`src/rtl/am_pkg.sv`:
```
// Shared constants and helpers for the TX alignment-marker inserter:
// control sync header, default marker spacing, 40G lane markers and BIP-8.
package am_pkg;

   localparam logic [1:0] AM_CTRL_HEAD   = 2'b01;
   localparam int         AM_GAP_DEFAULT = 16383;

   // 40G markers, 6 bytes per lane, byte 0 in the LSBs, lane 0 in the LSBs.
   localparam logic [191:0] AM_MARKER_40G = {
      48'hC2865D3D79A2,   // lane 3: A2,79,3D / 5D,86,C2
      48'h649A3A9B65C5,   // lane 2: C5,65,9B / 3A,9A,64
      48'h193B0FE6C4F0,   // lane 1: F0,C4,E6 / 0F,3B,19
      48'hB8896F477690    // lane 0: 90,76,47 / 6F,89,B8
   };

   // Bit-interleaved parity of one 66-bit block. Payload bit j lands in
   // parity bit j mod 8; the two sync bits land in parity bits 3 and 4.
   function automatic logic [7:0] bip8(input logic [1:0] head, input logic [63:0] data);
      logic [7:0] p;
      p = 8'h00;
      for (int j = 0; j < 64; j++) begin
         p[j % 8] = p[j % 8] ^ data[j];
      end
      p[3] = p[3] ^ head[0];
      p[4] = p[4] ^ head[1];
      return p;
   endfunction

endpackage

```
`src/rtl/am_lane_bip_tx.sv`:
```
// One PCS lane of the marker inserter: BIP accumulator, marker block
// build, data/marker output mux and the registered lane outputs.
module am_lane_bip_tx
   import am_pkg::*;
#(
   parameter int          HEAD_W = 2,
   parameter int          DATA_W = 64,
   parameter logic [47:0] MARK   = 48'hB8896F477690
) (
   input  logic              clk,
   input  logic              reset,
   input  logic              valid_i,
   input  logic              marker_i,
   input  logic [HEAD_W-1:0] head_i,
   input  logic [DATA_W-1:0] data_i,
   output logic [HEAD_W-1:0] head_o,
   output logic [DATA_W-1:0] data_o
);

   logic [7:0]        acc_q;
   logic [HEAD_W-1:0] mk_head;
   logic [DATA_W-1:0] mk_data;
   logic [HEAD_W-1:0] sel_head;
   logic [DATA_W-1:0] sel_data;
   logic [7:0]        sel_bip;

   // Marker block: three fixed bytes, BIP3, three fixed bytes, BIP7.
   assign mk_head = AM_CTRL_HEAD;
   assign mk_data = {~acc_q, MARK[47:24], acc_q, MARK[23:0]};

   // Output mux: the marker replaces the upstream block in a marker slot.
   always_comb begin
      sel_head = head_i;
      sel_data = data_i;
      if (marker_i) begin
         sel_head = mk_head;
         sel_data = mk_data;
      end
   end

   assign sel_bip = bip8(sel_head, sel_data);

   // Slot register: outputs and parity advance only on accepted slots;
   // a marker restarts the parity with its own contribution.
   always_ff @(posedge clk) begin
      if (reset) begin
         acc_q  <= 8'h00;
         head_o <= '0;
         data_o <= '0;
      end else if (valid_i) begin
         head_o <= sel_head;
         data_o <= sel_data;
         acc_q  <= marker_i ? sel_bip : (acc_q ^ sel_bip);
      end
   end

endmodule

```
`src/rtl/am_tx_bip.sv`:
```
// TX alignment-marker inserter with per-lane BIP3/BIP7. Replaces one slot
// every AM_GAP+1 accepted slots with a per-lane marker and flags the slot
// on marker_v_o so upstream holds its block.
// Optional build macro AM_TX_GAP_CFG_EN: adds gap_i, a run-time marker
// spacing (0 behaves as 1) that overrides AM_GAP.
module am_tx_bip
   import am_pkg::*;
#(
   parameter int                   LANE_N = 4,
   parameter int                   HEAD_W = 2,
   parameter int                   DATA_W = 64,
   parameter int                   AM_GAP = AM_GAP_DEFAULT,
   parameter int                   CNT_W  = (AM_GAP > 1) ? $clog2(AM_GAP) : 1,
   parameter logic [LANE_N*48-1:0] MARKER = {((LANE_N + 3) / 4){AM_MARKER_40G}}
) (
   input  logic                       clk,
   input  logic                       reset,
   input  logic                       valid_i,
`ifdef AM_TX_GAP_CFG_EN
   input  logic [CNT_W-1:0]           gap_i,
`endif
   input  logic [LANE_N*HEAD_W-1:0]   head_i,
   input  logic [LANE_N*DATA_W-1:0]   data_i,
   output logic                       marker_v_o,
   output logic                       valid_o,
   output logic [LANE_N*HEAD_W-1:0]   head_o,
   output logic [LANE_N*DATA_W-1:0]   data_o
);

   logic [CNT_W-1:0] cnt_q;
   logic             marker_q;
   logic             valid_q;
   logic             wrap;

`ifdef AM_TX_GAP_CFG_EN
   logic [CNT_W-1:0] cnt_last;
   // A shrinking gap_i must still wrap, so compare with >= rather than ==.
   assign cnt_last = (gap_i == '0) ? '0 : (gap_i - 1'b1);
   assign wrap     = (cnt_q >= cnt_last);
`else
   localparam logic [CNT_W-1:0] CNT_LAST = CNT_W'(AM_GAP - 1);
   assign wrap = (cnt_q == CNT_LAST);
`endif

   // Period control: count data slots, arm the marker at the wrap and
   // clear it once the marker slot has been accepted.
   always_ff @(posedge clk) begin
      if (reset) begin
         cnt_q    <= '0;
         marker_q <= 1'b0;
         valid_q  <= 1'b0;
      end else begin
         valid_q <= valid_i;
         if (valid_i) begin
            if (marker_q) begin
               marker_q <= 1'b0;
            end else if (wrap) begin
               cnt_q    <= '0;
               marker_q <= 1'b1;
            end else begin
               cnt_q <= cnt_q + 1'b1;
            end
         end
      end
   end

   assign marker_v_o = marker_q;
   assign valid_o    = valid_q;

   for (genvar l = 0; l < LANE_N; l++) begin : g_lane
      am_lane_bip_tx #(
         .HEAD_W (HEAD_W),
         .DATA_W (DATA_W),
         .MARK   (MARKER[l*48 +: 48])
      ) u_lane (
         .clk      (clk),
         .reset    (reset),
         .valid_i  (valid_i),
         .marker_i (marker_q),
         .head_i   (head_i[l*HEAD_W +: HEAD_W]),
         .data_i   (data_i[l*DATA_W +: DATA_W]),
         .head_o   (head_o[l*HEAD_W +: HEAD_W]),
         .data_o   (data_o[l*DATA_W +: DATA_W])
      );
   end

endmodule

```
`config.mk`:
```
export PLATFORM = sky130hd
export DESIGN_NAME = am_tx_bip
export DESIGN_NICKNAME = d
export VERILOG_FILES = /design/src/rtl/am_pkg.sv /design/src/rtl/am_lane_bip_tx.sv /design/src/rtl/am_tx_bip.sv
export SDC_FILE = /design/constraint.sdc
export NUM_CORES = 1
export LEC_CHECK = 0
export CORE_MARGIN = 4
export CORE_UTILIZATION = 30
export CTS_BUF_LIST = sky130_fd_sc_hd__clkbuf_16
export DETAILED_ROUTE_END_ITERATION = 6
export DONT_BUFFER_PORTS = 1
export MAX_ROUTING_LAYER = met4
export PLACE_DENSITY_LB_ADDON = 0.3
export SLEW_MARGIN = 20
export SYNTH_ARGS = -nofsm -noshare
export SYNTH_HDL_FRONTEND = slang
export SYNTH_SLANG_ARGS = --single-unit
```
`constraint.sdc`:
```
create_clock -name clk -period 3.5 [get_ports clk]
set_input_delay 0.35 -clock clk [delete_from_list [all_inputs] [get_ports clk]]
set_output_delay 0.35 -clock clk [all_outputs]
set_load 0.01 [all_outputs]
```
---- Yosys cells after proc, flatten, opt, wreduce, memory -nomap -nowiden ----
Cells that the tools add are included.
storage, ports and cells
  flip-flop bits (word level) ............. 312
  bits of input ports ..................... 267
  output and inout port bits .............. 266
operators by class
  add/subtract/negate cells ............... 1
  equality and inequality tests ........... 1
  mux-type cells .......................... 15
  bitwise operators ....................... 241
  reductions and logical operators ........ 1
operator list
  kind                                                             count
  64-bit two-way mux                                               4
  1-bit XOR                                                        232
  8-bit two-way mux                                                4
  8-bit NOT                                                        4
  8-bit XOR                                                        4
  14-bit by 1-bit adder with 14-bit output, second input constant  1
  14-bit equality test, second input constant                      1
  14-bit two-way mux                                               1
  2-bit two-way mux                                                4
  1-bit two-way mux                                                2
  2-bit AND reduction                                              1
  1-bit NOT                                                        1

---- Depth between registers and ports, before layout ----
Gate-level depths: netlist of run 1.
  depth in word-level cells ............... 12
  depth in mapped cells ................... 7

---- Modules after synthesis ----
From an unflattened synthesis of run 1, not the netlist that was laid out.
unflattened totals
  cells, all modules ...................... 1590
  area total of the unflattened synthesis .. 14141.1 µm²
by module, submodules not included
  module                             instances  cells an instance  area an instance (µm²)
  am_lane_bip_tx (g_lane[1].u_lane)  1          378                3362.0
  am_lane_bip_tx (g_lane[0].u_lane)  1          377                3342.0
  am_lane_bip_tx (g_lane[3].u_lane)  1          376                3337.0
  am_lane_bip_tx (g_lane[2].u_lane)  1          376                3335.7
  am_tx_bip                          1          83                 764.5

---- Least setup slack after synthesis of run 1 ----
Ideal clock, no wire load.
  path kind ............................... input to register
  start point ............................. input port data_i[28]
  end point ............................... register g_lane[0].u_lane.acc_q[4]
  library setup time ...................... 0.074 ns
  arrival ................................. 1.454 ns
  required time ........................... 3.426 ns
  slack ................................... 1.972 ns
  stages on the path ...................... 5
  cell sequence ........................... xor2_1 xnor3_1 xnor2_1 or3_1 a31oi_1
between the ends
  cells in the longest elaborated chain, start to end .. 9
RTL lines
  element                     line                  text
  start: declaration          am_tx_bip.sv:23       input logic [LANE_N*DATA_W-1:0] data_i,
  64-bit two-way mux (*)      am_lane_bip_tx.sv:35  if (marker_i) begin
  1-bit XOR (*) (5 in a row)  am_pkg.sv:22          p[j % 8] = p[j % 8] ^ data[j];
  1-bit XOR (*)               am_pkg.sv:25          p[4] = p[4] ^ head[1];
  8-bit XOR                   am_lane_bip_tx.sv:53  acc_q <= marker_i ? sel_bip : (acc_q ^ sel_bip);
  8-bit two-way mux (*)       am_lane_bip_tx.sv:53
  end signal: assignment      am_lane_bip_tx.sv:53
  end: declaration            am_lane_bip_tx.sv:20  logic [7:0] acc_q;
Every way passes the cells marked *; elsewhere a longest branch is shown, timed or not.
A chain may end at the register's enable or synchronous reset.

---- Worst setup path in the final report of run 1 ----
  start point ............................. register marker_q (netlist: marker_v_o)
  end point ............................... register g_lane[2].u_lane.data_o[19]
between the ends
  cells in the longest elaborated chain, start to end .. 1
RTL lines
  element                   line                  text
  start: declaration        am_tx_bip.sv:31       logic marker_q;
  start signal: assignment  am_tx_bip.sv:50       marker_q <= 1'b0;
  start signal: assignment  am_tx_bip.sv:56       marker_q <= 1'b0;
  start signal: assignment  am_tx_bip.sv:59       marker_q <= 1'b1;
  64-bit two-way mux        am_lane_bip_tx.sv:35
  end signal: assignment    am_lane_bip_tx.sv:52  data_o <= sel_data;
  end: declaration          am_lane_bip_tx.sv:17  output logic [DATA_W-1:0] data_o
No other way between the ends.

==> impl_metrics.tcl, run 1 <==
set metrics [dict create \
    result_of_the_run "finished clean" \
    min_path_type "input pin to register" \
    dominantRegCellSynth "sky130_fd_sc_hd__dfxtp_1" \
    final.period_utilization_pct 71.90 \
    power_frac_seq_pct 44.4 \
    worstPathRequired_ns 3.97 \
    switching_share_pct 26.33 \
    synth_area_mm2 0.01324 \
    grt_antenna_before_repair 1 \
    grt_pass1_wl_mm 72.94 \
    final_core_utilization_pct 39.36 \
    detailed_route_wire_length_mm 49.40 \
    postSynthAreaPerCell_um2 9.365 \
    worst_path_largest_cell_delay_ns 0.59 \
    layout-drive-gt1-share_pct 4.329 \
    post-dp-hpwl_mm 30.61 \
    synth_edf_count 0 \
    avgViaCountPerCell 5.226 \
    first_global_vias 11787 \
    hold_ws_ns 0.05765 \
    initialDrtViolationCount 689 \
    worst_slack_ns 0.9835 \
    non_filler_cells_in_the_finished_layout 2180 \
    tightest_slew_ns 1.279 \
    fmaxAchievable_mhz 397.4 \
    cap_violations 0 \
    grt_setup_unrepaired "false" \
    grt_overflow 0 \
    ys.warnings.count 0 \
    cts_tree "yes" \
    gp_congestion 0.7953 \
    synth_sequential_area_ratio_pct 47.17 \
    clkPwrFrac_pct 41.0 \
    setup-tns-final_ns 0 \
    crit_path_time_final_ns 2.516 \
    stdcell_area_mm2 0.01707 \
    areaGrowthSynthToFinish_pct 28.88 \
    total_switching_power_mw 2.503 \
    hold_buffers 216 \
    finalHoldViolations 0 \
    cts.path.max_buffers 3 \
    final-max-slew-violation-count 0 \
    cell_internal_pwr_mw 7.003 \
    post_cts_resize_count 0 \
    clock-root-buffer "sky130_fd_sc_hd__clkbuf_16" \
    detailroute.via_count 11393 \
    cp_cell_sequence "inv_4 -> nand2_4 -> buf_12 -> o22ai_1 -> nor2_1 -> dlygate4sd3_1" \
    placed_cell_count 1903 \
    timing.critical_path.max_delay_family "buffers and inverters" \
    ioPinCount 533 \
    dieWidth_um 218.1 \
    clkSlewWorstSetupHoldPaths_ns 0.06 \
    synth_async_sr_flop_share_pct 0 \
    port_buffers 0 \
    dpl_cell_area_mm2 0.01367 \
    firstDrtPassIters 5 \
    worstPathMaxFanout 125 \
    timing.critical_path.to_type "register" \
    timing.critical_path.from_type "register" \
    cp_num_buf_inv 3 \
    worst-setup-path-type "register to register" \
    power.density_mw_per_mm2 557.1 \
    vdd_ir_drop_max_mv 0.3387 \
    floorplan.die.height_um 218.1 \
    mappedNetlistNets 1683 \
    synth.distinct_cells 36 \
    cts_buffers 36 \
    combPwrFrac_pct 14.6 \
    clock_sink_count 312 \
    core_mm2 0.04336 \
    timing.max_slew.rel_slack_pct 14.76 \
    crit_arrival_ns 2.99 \
    wl_per_cell_um 22.66 \
    setup_violations 0 \
    nNetsFinal 1841 \
    clock_tree.htree_level_count 2 \
    total_leakage_power_nw 6.294 \
    synth-seq-cells 312 \
    remaining_drc_errors 0 \
    row_cnt 76 \
    remaining_antenna_violation_count 0 \
    maximum_number_of_pins_on_one_net_before_global_route_repair 219 \
    initial_utilization_pct 30.54 \
    floorplan.die_area_mm2 0.04756 \
    post-layout-total-power_mw 9.506 \
    track_usage_pct 20.15 \
    postCtsSetupRepairBufs 0 \
    syn-instance-count 1414 \
    cpMaxStageDelayCell "sky130_fd_sc_hd__dfxtp_4" \
    pre_cts_ws_ns 1.420 \
    finalClockSkew_ns 0.01180 \
    clock_latency_ns 0.54 \
]
==> Yosys cell counts (all sizes together) (2+ instances only) <==
cell type | number | share of area [%]
dfxtp | 312 | 47
nor2 | 245 | 6.9
xnor2 | 213 | 14
o22ai | 104 | 4.9
a21oi | 71 | 2.7
clkbuf | 70 | 2.0
a22o | 69 | 4.6
a211oi | 65 | 3.7
buf | 34 | 1.2
nor2b | 33 | 1.6
mux2i | 32 | 2.4
nand3 | 26 | 0.98
a31oi | 25 | 1.2
nand2b | 24 | 1.2
or3 | 22 | 1.0
xor2 | 18 | 1.2
nand2 | 12 | 0.34
inv | 9 | 0.26
xnor3 | 7 | 1.2
o21a | 6 | 0.34
ha | 2 | 0.19
nand4 | 2 | 0.094
nor3 | 2 | 0.076
nor4 | 2 | 0.094
o21bai | 2 | 0.11
==> final cells by class <==
cell class	count	area, um^2
sequential	312	6250
clock inverter	22	247.7
fill	4244	26300
clock buffer	38	950.9
antenna	1	2.502
timing repair buffer	224	2282
inverter	9	36.28
tap	585	732.0
multi-input combinational	989	6564
==> metal layers <==
metal | vias up | GRT usage, % | routed length (um)
met3 | 134 | 5.784 | 4302
li1 | 5234 | - | -
met5 | - | - | 0
met4 | 0 | 7.436 | 1854
met1 | 5471 | 23.03 | 19000
met2 | 554 | 33.73 | 24240
==> cells by family (layout without fill, tap and decap cells) <==
group,after synthesis,count (layout),share of synthesized area (%)
simple gates,374,374,12.72
compound gates,343,343,17.55
flops,312,312,47.17
xor+xnor,238,238,16.47
buf+inv,113,293,3.487
mux,32,32,2.419
fa+ha+maj,2,2,0.1890
other cells,0,1,0
==> flip-flops by register name, indices dropped and copies added, names as in the netlist <==
signal	flops
cnt_q	14
valid_o	1
g_lane.u_lane.data_o	256
g_lane.u_lane.head_o	8
marker_v_o	1
g_lane.u_lane.acc_q	32
==> final timing paths <==
path                     from                     endpoint  slack, ns  cells past startpoint
setup / recovery   marker_v_o  g_lane[2].u_lane.data_o[19]       0.98                      6
hold / removal    data_i[249]  g_lane[3].u_lane.data_o[57]       0.06                      2
setup reg to reg   marker_v_o  g_lane[2].u_lane.data_o[19]       0.98                      6
hold reg to reg      cnt_q[0]                     cnt_q[0]       0.52                      2
==> power groups by stage <==
stage	logic [mW]	registers (mW)	clock network, mW
after floorplan	0.998	4.18	0
after global placement	1.08	4.29	0
after detailed placement	1.10	4.29	0
after CTS	1.39	4.22	4.01
after global routing	1.52	4.26	4.15
final	1.38	4.22	3.90
==> layout by cell type (no fill, tap or decap), types with 38 or more instances in the layout <==
cell and n:
sky130_fd_sc_hd__a211oi_1 65, sky130_fd_sc_hd__a21oi_1 71, sky130_fd_sc_hd__a22o_1 69, sky130_fd_sc_hd__clkbuf_16 38, sky130_fd_sc_hd__dfxtp_1 311, sky130_fd_sc_hd__dlygate4sd3_1 214, sky130_fd_sc_hd__nor2_1 243, sky130_fd_sc_hd__o22ai_1 104
sky130_fd_sc_hd__xnor2_1 213
Power figures use the tool's default switching activity.
==> inputs of run 2 (changes only) <==
==> constraint.sdc (replaced) <==
create_clock -name clk -period 2 [get_ports clk]
set_input_delay 0.2 -clock clk [delete_from_list [all_inputs] [get_ports clk]]
set_output_delay 0.2 -clock clk [all_outputs]
set_load 0.01 [all_outputs]
==> run 2 against run 1 <==
Compared with the run above: the flow now finishes with violations (setup timing); clock skew increased by 0.0069 ns; sequential share of layout area down 2.5 points; global-route usage up 0.77 points; critical path depth is the same; via count rose by 5.6%; fmax is 23% higher; utilization grew 2.8 points; count of clock-buffer cells in the layout decreased by 1; non-clock buffer count is 117 higher; worst hold slack got worse by 0.035 ns; clock power grew 63%.
==> impl_metrics.tcl, run 2 (synthesized netlist as in run 1, its figures left out) <==
set metrics [dict create \
    result_of_the_run "finished with violations" \
    violated_checks "setup timing" \
    vdd_ir_drop_max_mv 0.5987 \
    nNetsFinal 1959 \
    timing.rr.end "g_lane[0].u_lane.data_o[16]" \
    stdcell_area_mm2 0.01829 \
    timing.reg2reg.worst_path_depth 6 \
    remaining_drc_errors 0 \
    wl_per_cell_um 23.08 \
    final-max-slew-violation-count 0 \
    floorplan.die.height_um 218.1 \
    ioPinCount 533 \
    grt_pass1_wl_mm 75.84 \
    fmaxAchievable_mhz 488.1 \
    core_mm2 0.04336 \
    clock_sink_count 312 \
    setup-tns-final_ns -0.04855 \
    avgViaCountPerCell 5.233 \
    worstPathMaxFanout 12 \
    power.density_mw_per_mm2 901.4 \
    timing.critical_path.to_type "register" \
    cts_buffers 37 \
    cap_violations 0 \
    track_usage_pct 20.92 \
    port_buffers 0 \
    combPwrFrac_pct 16.6 \
    maximum_number_of_pins_on_one_net_before_global_route_repair 207 \
    grt_setup_unrepaired "true" \
    cell_internal_pwr_mw 11.95 \
    worst_path_most_repeated_cell "sky130_fd_sc_hd__dlygate4sd3_1" \
    worstPathRequired_ns 2.44 \
    clkSlewWorstSetupHoldPaths_ns 0.06 \
    clock_tree.htree_level_count 2 \
    holdPathStages 2 \
    hold_path_end "g_lane[0].u_lane.data_o[63]" \
    hold_ws_ns 0.02248 \
    cp_cell_sequence "inv_8 -> nand2_8 -> o22ai_1 -> dlygate4sd3_1 -> nor2_1 -> dlygate4sd3_1" \
    cpMaxStageDelayCell "sky130_fd_sc_hd__dlygate4sd3_1" \
    mostFrequentLayoutCell "sky130_fd_sc_hd__dlygate4sd3_1" \
    cts.path.max_buffers 3 \
    worst_slack_ns -0.04855 \
    detailroute.via_count 12031 \
    grt_antenna_before_repair 0 \
    crit-reg2reg-launch "marker_v_o" \
    cts_tree "yes" \
    crit_arrival_ns 2.49 \
    power_frac_seq_pct 44.8 \
    initialDrtViolationCount 761 \
    total_switching_power_mw 4.537 \
    timing.critical_path.from_type "register" \
    floorplan.die_area_mm2 0.04756 \
    pre_cts_ws_ns 0.3189 \
    dpl_cell_area_mm2 0.01373 \
    clock_latency_ns 0.55 \
    clkPwrFrac_pct 38.6 \
    gp_congestion 0.8065 \
    initial_utilization_pct 30.54 \
    tightest_slew_ns 0.5374 \
    max_flop_register "g_lane.u_lane.data_o" \
    switching_share_pct 27.52 \
    finalClockSkew_ns 0.01867 \
    grt_overflow 0 \
    total_leakage_power_nw 6.977 \
    hp-start "data_i[63]" \
    cp_num_buf_inv 3 \
    largest_register_ff_count 256 \
    detailed_route_wire_length_mm 53.06 \
    r2r_slack_ns -0.05 \
    worst_path_largest_cell_delay_ns 0.60 \
    worst-setup-path-type "register to register" \
    dieWidth_um 218.1 \
    areaGrowthSynthToFinish_pct 38.15 \
    row_cnt 76 \
    timing.critical_path.max_delay_family "buffers and inverters" \
    clock-root-buffer "sky130_fd_sc_hd__clkbuf_16" \
    layout-drive-gt1-share_pct 5.193 \
    finalHoldViolations 0 \
    n_antenna_cell 0 \
    setup_violations 1 \
    post-dp-hpwl_mm 30.74 \
    largest_registers "g_lane.u_lane.data_o x256, g_lane.u_lane.acc_q x32, cnt_q x14" \
    crit_path_time_final_ns 2.049 \
    most_frequent_cells_in_the_layout "sky130_fd_sc_hd__dlygate4sd3_1, sky130_fd_sc_hd__dfxtp_1, sky130_fd_sc_hd__nor2_1, sky130_fd_sc_hd__xnor2_1, sky130_fd_sc_hd__o22ai_1" \
    remaining_antenna_violation_count 0 \
    first_global_vias 12527 \
    firstDrtPassIters 5 \
    min_path_type "input pin to register" \
    timing.max_slew.rel_slack_pct 63.91 \
    final.period_utilization_pct 102.4 \
]
run 2: cell types whose count changed in the layout (fill, tap and decap cells not counted), sizes merged:
cell          change
bufinv            -4
clkbuf            +2
clkinv            +4
dlygate4sd3      +99
dlymetal6s4s      +3
buf              +12
diode             -1
inv               +4
run 2: final cells by class:
type	instances	area [um^2]
multi-input cells	989	6591
clock buffers	37	925.9
inverters	9	41.29
well taps	585	732.0
repair buffers	341	3556
flip-flops and latches	312	6250
clock inverters	26	196.4
fillers	4156	25070
run 2: layer usage:
layer  share of wire [%]  global-route usage (%)  up-vias
li1                    -                       -     5481
met1                  38                   23.63     5817
met2                  49                   35.32      618
met3                 9.4                   6.382      115
met4                 3.1                   7.205        0
met5                   0                       -        -
run 2: how the worst max path moves through the flow:
stage	end	slack [ns]	cells after the start	startpoint
floorplan	cnt_q[13]	0.47	6	cnt_q[8]
global placement	g_lane[0].u_lane.acc_q[3]	0.36	5	data_i[43]
detailed placement	g_lane[0].u_lane.acc_q[3]	0.32	5	data_i[43]
CTS	g_lane[2].u_lane.acc_q[5]	0.003	6	marker_v_o
global route	g_lane[0].u_lane.data_o[16]	-0.07	6	marker_v_o
finish	g_lane[0].u_lane.data_o[16]	-0.05	6	marker_v_o
run 2: metrics by stage:
stage	std cells	utilization (%)	power, mW
6_report	2299	42.19	16.49
5_1_grt	2299	42.19	17.19
4_1_cts	2289	41.71	16.55
3_5_place_dp	1907	31.67	9.457
3_3_place_gp	1907	31.67	9.394
2_1_floorplan	1414	-	9.060
run 2: what timing repair did:
action	4_1_cts	5_1_grt
endpoints found under the setup margin	0	39
setup buffers	0	8
endpoints found under the hold margin	294	3
gates resized for setup	0	14
hold buffers	319	2
run 2: power groups by stage:
stage	registers, mW	logic, mW	clock network, mW
3_5_place_dp	7.52	1.94	0
5_1_grt	7.45	2.98	6.77
4_1_cts	7.39	2.67	6.49
6_report	7.39	2.74	6.37
3_3_place_gp	7.51	1.89	0
2_1_floorplan	7.31	1.75	0
